$ cat config.mk
export PLATFORM = sky130hd
export DESIGN_NAME = amp_window_scaler
export DESIGN_NICKNAME = d
export VERILOG_FILES = /design/src/rtl/amp_window_scaler.sv
export SDC_FILE = /design/constraint.sdc
export NUM_CORES = 1
export LEC_CHECK = 0
export BUFFER_PORTS_ARGS = -buffer_cell sky130_fd_sc_hd__buf_2
export CORE_MARGIN = 2
export CORE_UTILIZATION = 57
export CTS_BUF_LIST = sky130_fd_sc_hd__clkbuf_2
export DETAILED_ROUTE_END_ITERATION = 10
export GPL_TIMING_DRIVEN = 0
export HOLD_SLACK_MARGIN = 0.02
export PLACE_DENSITY = 0.8
export SLEW_MARGIN = 10
export SYNTH_ARGS = -nofsm -noshare
export SYNTH_HDL_FRONTEND = slang
export SYNTH_SLANG_ARGS = --single-unit
$ cat constraint.sdc
create_clock -name FF_CLOCK -period 6.9 [get_ports FF_CLOCK]
set_input_delay 1.38 -clock FF_CLOCK [delete_from_list [all_inputs] [get_ports FF_CLOCK]]
set_output_delay 1.38 -clock FF_CLOCK [all_outputs]
set_load 0.005 [all_outputs]
$ cat src/rtl/amp_window_scaler.sv
// amp_window_scaler
// Maps raw unsigned waveform samples onto the amplitude window [LO, HI].
// Limits are sanitised (clamped to full scale) and latched into shadow
// registers only on a valid period-start sample, so a period is never
// scaled with two different windows. Three-stage pipeline, no backpressure.

module amp_window_scaler #(
  parameter int DATA_W = 12
) (
  input  logic              FF_CLOCK,
  input  logic              RESET_N,
  input  logic [DATA_W-1:0] SAMPLE_IN,
  input  logic              SAMPLE_VALID,
  input  logic              PERIOD_START,
  input  logic [31:0]       MIN_AMP,
  input  logic [31:0]       MAX_AMP,
  output logic [DATA_W-1:0] SAMPLE_OUT,
  output logic              OUT_VALID,
  output logic              RANGE_ERR
);

  localparam logic [DATA_W-1:0] FULL_SCALE = '1;
  // Rounding offset of one half LSB of the output (bit DATA_W-1 of the product).
  localparam logic [2*DATA_W-1:0] ROUND_HALF = (2*DATA_W)'(1) << (DATA_W - 1);

  // ---------------------------------------------------------------------------
  // Limit sanitising: index 0 is the min limit, index 1 the max limit.
  // ---------------------------------------------------------------------------
  logic [31:0]       amp_raw     [2];
  logic [DATA_W-1:0] amp_clamped [2];

  assign amp_raw[0] = MIN_AMP;
  assign amp_raw[1] = MAX_AMP;

  genvar gi;
  generate
    for (gi = 0; gi < 2; gi++) begin : g_clamp
      assign amp_clamped[gi] = (amp_raw[gi] > 32'(FULL_SCALE)) ? FULL_SCALE
                                                                : amp_raw[gi][DATA_W-1:0];
    end
  endgenerate

  // ---------------------------------------------------------------------------
  // Shadow window registers
  // ---------------------------------------------------------------------------
  logic              shadow_load;
  logic [DATA_W-1:0] lo_reg, lo_next;
  logic [DATA_W-1:0] hi_reg, hi_next;
  logic              range_err_reg, range_err_next;

  assign shadow_load = SAMPLE_VALID & PERIOD_START;

  // Next window: reload on a qualified period start; an inverted request
  // collapses the window onto the (clamped) max limit and flags it.
  always_comb begin
    lo_next        = lo_reg;
    hi_next        = hi_reg;
    range_err_next = range_err_reg;
    if (shadow_load) begin
      if (amp_clamped[0] <= amp_clamped[1]) begin
        lo_next        = amp_clamped[0];
        hi_next        = amp_clamped[1];
        range_err_next = 1'b0;
      end else begin
        lo_next        = amp_clamped[1];
        hi_next        = amp_clamped[1];
        range_err_next = 1'b1;
      end
    end
  end

  // Shadow registers hold the full window out of reset (pass-through).
  always_ff @(posedge FF_CLOCK or negedge RESET_N) begin
    if (!RESET_N) begin
      lo_reg        <= '0;
      hi_reg        <= FULL_SCALE;
      range_err_reg <= 1'b0;
    end else begin
      lo_reg        <= lo_next;
      hi_reg        <= hi_next;
      range_err_reg <= range_err_next;
    end
  end

  assign RANGE_ERR = range_err_reg;

  // ---------------------------------------------------------------------------
  // Stage 1: capture sample and window. lo_next/hi_next already reflect a
  // load happening this cycle, so the period-start sample uses the new window.
  // ---------------------------------------------------------------------------
  logic [DATA_W-1:0] span_next;
  logic [DATA_W-1:0] s1_reg;
  logic [DATA_W-1:0] lo1_reg;
  logic [DATA_W-1:0] span1_reg;
  logic              v1_reg;

  // hi_next >= lo_next always holds, so the span never wraps.
  assign span_next = hi_next - lo_next;

  // Stage 1 data loads only on valid samples; valid always advances.
  always_ff @(posedge FF_CLOCK or negedge RESET_N) begin
    if (!RESET_N) begin
      s1_reg    <= '0;
      lo1_reg   <= '0;
      span1_reg <= '0;
      v1_reg    <= 1'b0;
    end else begin
      v1_reg <= SAMPLE_VALID;
      if (SAMPLE_VALID) begin
        s1_reg    <= SAMPLE_IN;
        lo1_reg   <= lo_next;
        span1_reg <= span_next;
      end
    end
  end

  // ---------------------------------------------------------------------------
  // Stage 2: p = span * (s + s[msb]) + half LSB.
  // Adding the sample MSB stretches 0..4095 onto 0..4096, which makes the top
  // end point land exactly on HI. The largest value, 4095*4096 + 2048, stays
  // below 2^24, so the 25-bit product's top bit is always zero and is dropped.
  // ---------------------------------------------------------------------------
  logic [DATA_W:0]     mult_next;
  logic [2*DATA_W-1:0] prod_next;
  logic [2*DATA_W-1:0] p2_reg;
  logic [DATA_W-1:0]   lo2_reg;
  logic                v2_reg;

  assign mult_next = {1'b0, s1_reg} + (DATA_W+1)'(s1_reg[DATA_W-1]);
  assign prod_next = (2*DATA_W)'(span1_reg) * (2*DATA_W)'(mult_next) + ROUND_HALF;

  // Stage 2 registers the rounded product alongside the window base.
  always_ff @(posedge FF_CLOCK or negedge RESET_N) begin
    if (!RESET_N) begin
      p2_reg  <= '0;
      lo2_reg <= '0;
      v2_reg  <= 1'b0;
    end else begin
      v2_reg <= v1_reg;
      if (v1_reg) begin
        p2_reg  <= prod_next;
        lo2_reg <= lo1_reg;
      end
    end
  end

  // ---------------------------------------------------------------------------
  // Stage 3: offset by the window base. The scaled part never exceeds span,
  // so lo + scaled <= HI <= full scale and no saturation is required.
  // ---------------------------------------------------------------------------
  logic [DATA_W-1:0] out_next;
  logic [DATA_W-1:0] sample_out_reg;
  logic              out_valid_reg;

  assign out_next = lo2_reg + p2_reg[2*DATA_W-1:DATA_W];

  // Output register holds the last valid sample through bubbles.
  always_ff @(posedge FF_CLOCK or negedge RESET_N) begin
    if (!RESET_N) begin
      sample_out_reg <= '0;
      out_valid_reg  <= 1'b0;
    end else begin
      out_valid_reg <= v2_reg;
      if (v2_reg) begin
        sample_out_reg <= out_next;
      end
    end
  end

  assign SAMPLE_OUT = sample_out_reg;
  assign OUT_VALID  = out_valid_reg;

endmodule
=== Yosys cells after proc, flatten, opt, wreduce, memory -nomap -nowiden ===
Cells that the tools add are included.

* Output and inout bits: 14
* Register bits after elaboration: 112

* Bitwise gates (word level): 1
* Mux-type cells: 6
* Multiply operators: 1
* Add/subtract/negate cells: 4
* Order comparisons: 3

{| class="wikitable"
|+ Operators with widths
! operator !! number
|-
| $gt 32x12->1 const B || 2
|-
| $mux 12 || 5
|-
| $add 24x12->24 const B || 1
|-
| $mul 12x13->24 || 1
|-
| $add 12x1->13 || 1
|-
| $add 12x12->12 || 1
|-
| $le 12x12->1 || 1
|-
| $sub 12x12->12 || 1
|-
| $and 1x1->1 || 1
|-
| $mux 1 || 1
|}

=== Logic depth before layout (Yosys ltp) ===
* Depth after elaboration: 6
* Mapped depth: 30
* Mapped depth without buffers: 29

=== Worst setup path after synthesis ===
OpenSTA, ideal clock, no wires.

* Kind: input to register
* Start: input port MIN_AMP[31]
* End: register span1_reg[9]
* Path buffers: 3
* Slack: 0.037 ns
* Library setup time: 0.125 ns
* Stages: 26
* Data arrival time: 6.739 ns
* Cell sequence: or4_4 > or3_2 > clkbuf_1 > or2_2 > ha_1 > nor2b_1 > o21ai_0 > nand2b_1 > a21oi_1 > o311ai_2 > and2_2 > clkbuf_1 > buf_1 > a21oi_1 > mux2i_1 > ha_1 > nor2b_1 > o21ai_0 > nand2b_1 > inv_1 > a2111oi_1 > o22ai_1 > a211o_1 > nand2_1 > xor2_1 > mux2_2

* Word-level cells in the longest chain between the ends: 6

{| class="wikitable"
|+ RTL lines
! item !! line !! source
|-
| start: declaration || 15 || <nowiki>input logic [31:0] MIN_AMP,</nowiki>
|-
| $gt 32x12->1 (*) || 38 || <nowiki>assign amp_clamped[gi] = (amp_raw[gi] > 32'(FULL_SCALE)) ? FULL_SCALE</nowiki>
|-
| $mux 12 (*) || 38 ||
|-
| $le 12x12->1 || 60 || <nowiki>if (amp_clamped[0] <= amp_clamped[1]) begin</nowiki>
|-
| $mux 12 (*) || 60 ||
|-
| $mux 12 (*) || 59 || <nowiki>if (shadow_load) begin</nowiki>
|-
| $sub 12x12->12 (*) || 98 || <nowiki>assign span_next = hi_next - lo_next;</nowiki>
|-
| end signal: assignment || 112 || <nowiki>span1_reg <= span_next;</nowiki>
|-
| end: declaration || 94 || <nowiki>logic [DATA_W-1:0] span1_reg;</nowiki>
|}

Every way passes the cells marked *; elsewhere a longest branch is shown, timed or not.
A chain may end at the register's enable or synchronous reset.

=== Worst setup path in the final report ===
* Start: register s1_reg[11]
* End: register p2_reg[20]

* Word-level cells in the longest chain between the ends: 3

{| class="wikitable"
|+ RTL lines
! item !! line !! source
|-
| start: declaration || 92 || <nowiki>logic [DATA_W-1:0] s1_reg;</nowiki>
|-
| start signal: assignment || 103 || <nowiki>s1_reg <= '0;</nowiki>
|-
| start signal: assignment || 110 || <nowiki>s1_reg <= SAMPLE_IN;</nowiki>
|-
| $add 12x1->13 || 129 || <nowiki>assign mult_next = {1'b0, s1_reg} + (DATA_W+1)'(s1_reg[DATA_W-1]);</nowiki>
|-
| $mul 12x13->24 || 130 || <nowiki>assign prod_next = (2*DATA_W)'(span1_reg) * (2*DATA_W)'(mult_next) + ROUND_HALF;</nowiki>
|-
| $add 24x12->24 || 130 ||
|-
| end signal: assignment || 141 || <nowiki>p2_reg <= prod_next;</nowiki>
|-
| end: declaration || 125 || <nowiki>logic [2*DATA_W-1:0] p2_reg;</nowiki>
|}

Every way passes these cells.

==> run_results.csv <==
group,metric,value,unit
synthesis,avgSynthCellArea,9.46,sq um
floorplanning,die_height,139,um
clock_tree,cts_root_buffer,"clkbuf_2",
timing,final_max_slew_viol_count,0,
floorplanning,dieArea,0.0192,sq mm
timing,fin_crit_sh,96.9,%
timing,period_minus_slack,6.69,ns
layout,nets,1499,
worst_setup_path,cp-end-kind,"flop",
grt,grt-ovfl-total,0,
synthesis,yosys.area.top_type,"dfrtp_1",
drt,viasPerCell,5.50,
drt,routedWlPerCell,16.0,um
drt,firstDrtPassIters,8,
layout,final_core_utilization,65.5,%
job,drv_cap,0,
layout,layout-drive-gt1-share,22.2,%
synthesis,synth_area_leaders,"dfrtp_1 21%, fa_1 21%, ha_1 12%",
worst_setup_path,cp_max_fo,6,
synthesis,synth_ff_type,"dfrtp_1",
synthesis,synthDistinctLibCells,65,
timing,max_freq,149,MHz
layout,multi_input_area,0.00729,sq mm
synthesis,syn-num-nets,1381,
synthesis,yosysWarnings,0,
synthesis,synth_area,0.0103,sq mm
floorplanning,ios,94,
layout,area_growth,13.5,%
synthesis,async_flop_share,100,%
layout,regArea,0.00252,sq mm
synthesis,synthCells,1092,
placed_design,hpwl,18.3,mm
min_path,worstHoldPathType,"flop to flop",
synthesis,yosys-top-cells-count,"172 x inv_1, 135 x nand2_1, 110 x fa_1, 99 x ha_1, 88 x dfrtp_1",
worst_setup_path,r2r-start,"s1_reg[11]",
drt,vias,7952,
clock_tree,h-tree-depth,3,
placed_design,gp_congestion,0.904,
worst_setup_path,required,7.47,ns
timing,slew-limit-headroom,46.7,%
grt,grt_pass1_vias,8462,
grt,antenna_found_initial,1,
min_path,holdCritStartpoint,"v1_reg",
worst_setup_path,startpoint,"s1_reg[11]",
clock_tree,cts_tree,"yes",
grt,track_usage,25.3,%
synthesis,yosysTopAreaCellShare,21.3,%
drt,drc,0,
timing,fin_skew,0.0401,ns
clock_tree,clkTransAtPathRegs,0.30,ns
worst_setup_path,crit_type,"flop to flop",
synthesis,synth_enable_flop_cells,0,
drt,antenna_left,0,
clock_tree,cts_buffers,9,
clock_tree,clk_path_buf_depth,2,
worst_setup_path,crit_path_start_kind,"flop",
floorplanning,initial_core_util,57.7,%
timing,hold_violations,0,
layout,num-fill-cells,1467,
drt,wl,23.2,mm
clock_tree,cts.sink_count,100,
outcome,outcome,"finished clean",
timing,holdWs,0.414,ns
placed_design,io_buffers,93,
floorplanning,fp-row-count,49,
synthesis,ys_ff_latch,100,
grt,grt_max_degree,68,
floorplanning,die_width,139,um
synthesis,yosysMostFrequentCell,"inv_1",
clock_tree,insertion_delay,0.63,ns
timing,setup_viol_count_final,0,
timing,worstMarginPinSlew,0.799,ns
drt,drt-initial-drc-count,456,
worst_setup_path,arrival,7.26,ns
synthesis,ys_seq_area_share,24.4,%
grt,grt_pass1_wl,39.8,mm
floorplanning,core_area,0.0179,sq mm
==> worst paths after layout <==
| kind | endpoint | cells after the start | slack [ns] |
|---|---|---|---|
| min reg2reg | v2_reg | 0 | 0.41 |
| max reg2reg | p2_reg[20] | 27 | 0.21 |
| max | p2_reg[20] | 27 | 0.21 |
| max in group asynchronous | hi_reg[8] | 2 | 5.51 |
| min in group asynchronous | p2_reg[15] | 1 | 0.64 |
| min | v2_reg | 0 | 0.41 |
==> cells by family after synthesis <==
logic type / synth area share [%]
buffers and inverters: 8.25
AO/OA/AOI/OAI: 8.75
multiplexers: 5.68
XOR/XNOR: 4.14
AND/OR/NAND/NOR: 15.5
adder cells (fa/ha/maj): 33.3
flip-flops: 24.4
==> area by class of cell <==
cell class	count	area share, %
timing repair buffer	107	5.06
clock buffer	10	0.427
clock inverter	6	0.651
inverter	173	5.54
tap	229	2.44
sequential	100	21.5
antenna	1	0.0213
multi-input combinational	774	62.2
buffer	45	2.22
==> repair_timing <==
item / in CTS / in global routing
hold buffers: 0 / 0
resized for setup: 30 / 77
gates cloned: 0 / 0
buffers inserted: 5 / 8
pin swaps: 4 / 34
setup endpoints to repair: 11 / 14
==> through the flow <==
stage          instances  instance area [sq um]  worst slack (ns)  setup TNS (ns)
3_5_place_dp        1415                  11100            -0.990           -8.35
6_report            1445                  11700             0.211               0
3_3_place_gp        1414                  11100            -0.893           -6.65
5_1_grt             1445                  11700           -0.0755          -0.329
2_1_floorplan       1092                  10300            0.0367               0
4_1_cts             1436                  11400           0.00861               0
==> critical path, stage by stage (launching register included) <==
cell and delay, ns:
dfrtp_1 0.49, ha_4 0.20, ha_4 0.15, and3_4 0.22, nand3_4 0.12, nor2_4 0.17, nand2_2 0.09, xnor2_2 0.23
buf_6 0.16, buf_4 0.12, nand2_1 0.08, fa_2 0.43, fa_1 0.52, inv_1 0.06, fa_1 0.48, fa_1 0.54
inv_1 0.05, fa_1 0.54, inv_1 0.05, ha_2 0.19, or3_4 0.40, a2111oi_4 0.25, nor2_4 0.10, a211oi_4 0.32
o21bai_2 0.13, buf_4 0.16, xor2_1 0.13, mux2_2 0.26
==> layer usage <==
layer | vias up | track usage, % | routed length (um)
met5 | - | 0 | 0
met2 | 263 | 43.5 | 11500
met4 | 0 | 11.2 | 810
li1 | 3724 | - | -
met1 | 3898 | 32.8 | 9720
met3 | 67 | 2.83 | 1150
==> cells in the final DEF, fill, tap and decap left out, types with 5 or more instances in the layout <==
master    synthesis  routed
xor2_1           14      12
o21bai_1          8       7
dfstp_2          12      12
xnor2_2           0       5
buf_4             1      19
xnor2_1          33      27
clkbuf_1         37      24
dfrtp_1          88      88
nand2b_1          6       6
a31oi_1           5       5
inv_1           172     170
a21oi_1          44      42
ha_1             99      92
mux2_2           45      45
ha_4              0       5
nand2_1         135     131
and3_1           11      10
clkbuf_2          0      13
nor2_1           54      49
nor4_1           12       8
and2_1           66      65
o21ai_0          31      29
fa_1            110     109
mux2i_1           8       7
buf_2             0      94
nand3_1          11      10
or2_2             9       9
a21o_1           12      11
Power is not shown: default switching activity piles up to over one toggle a cycle in this logic, so the estimate is an artifact.
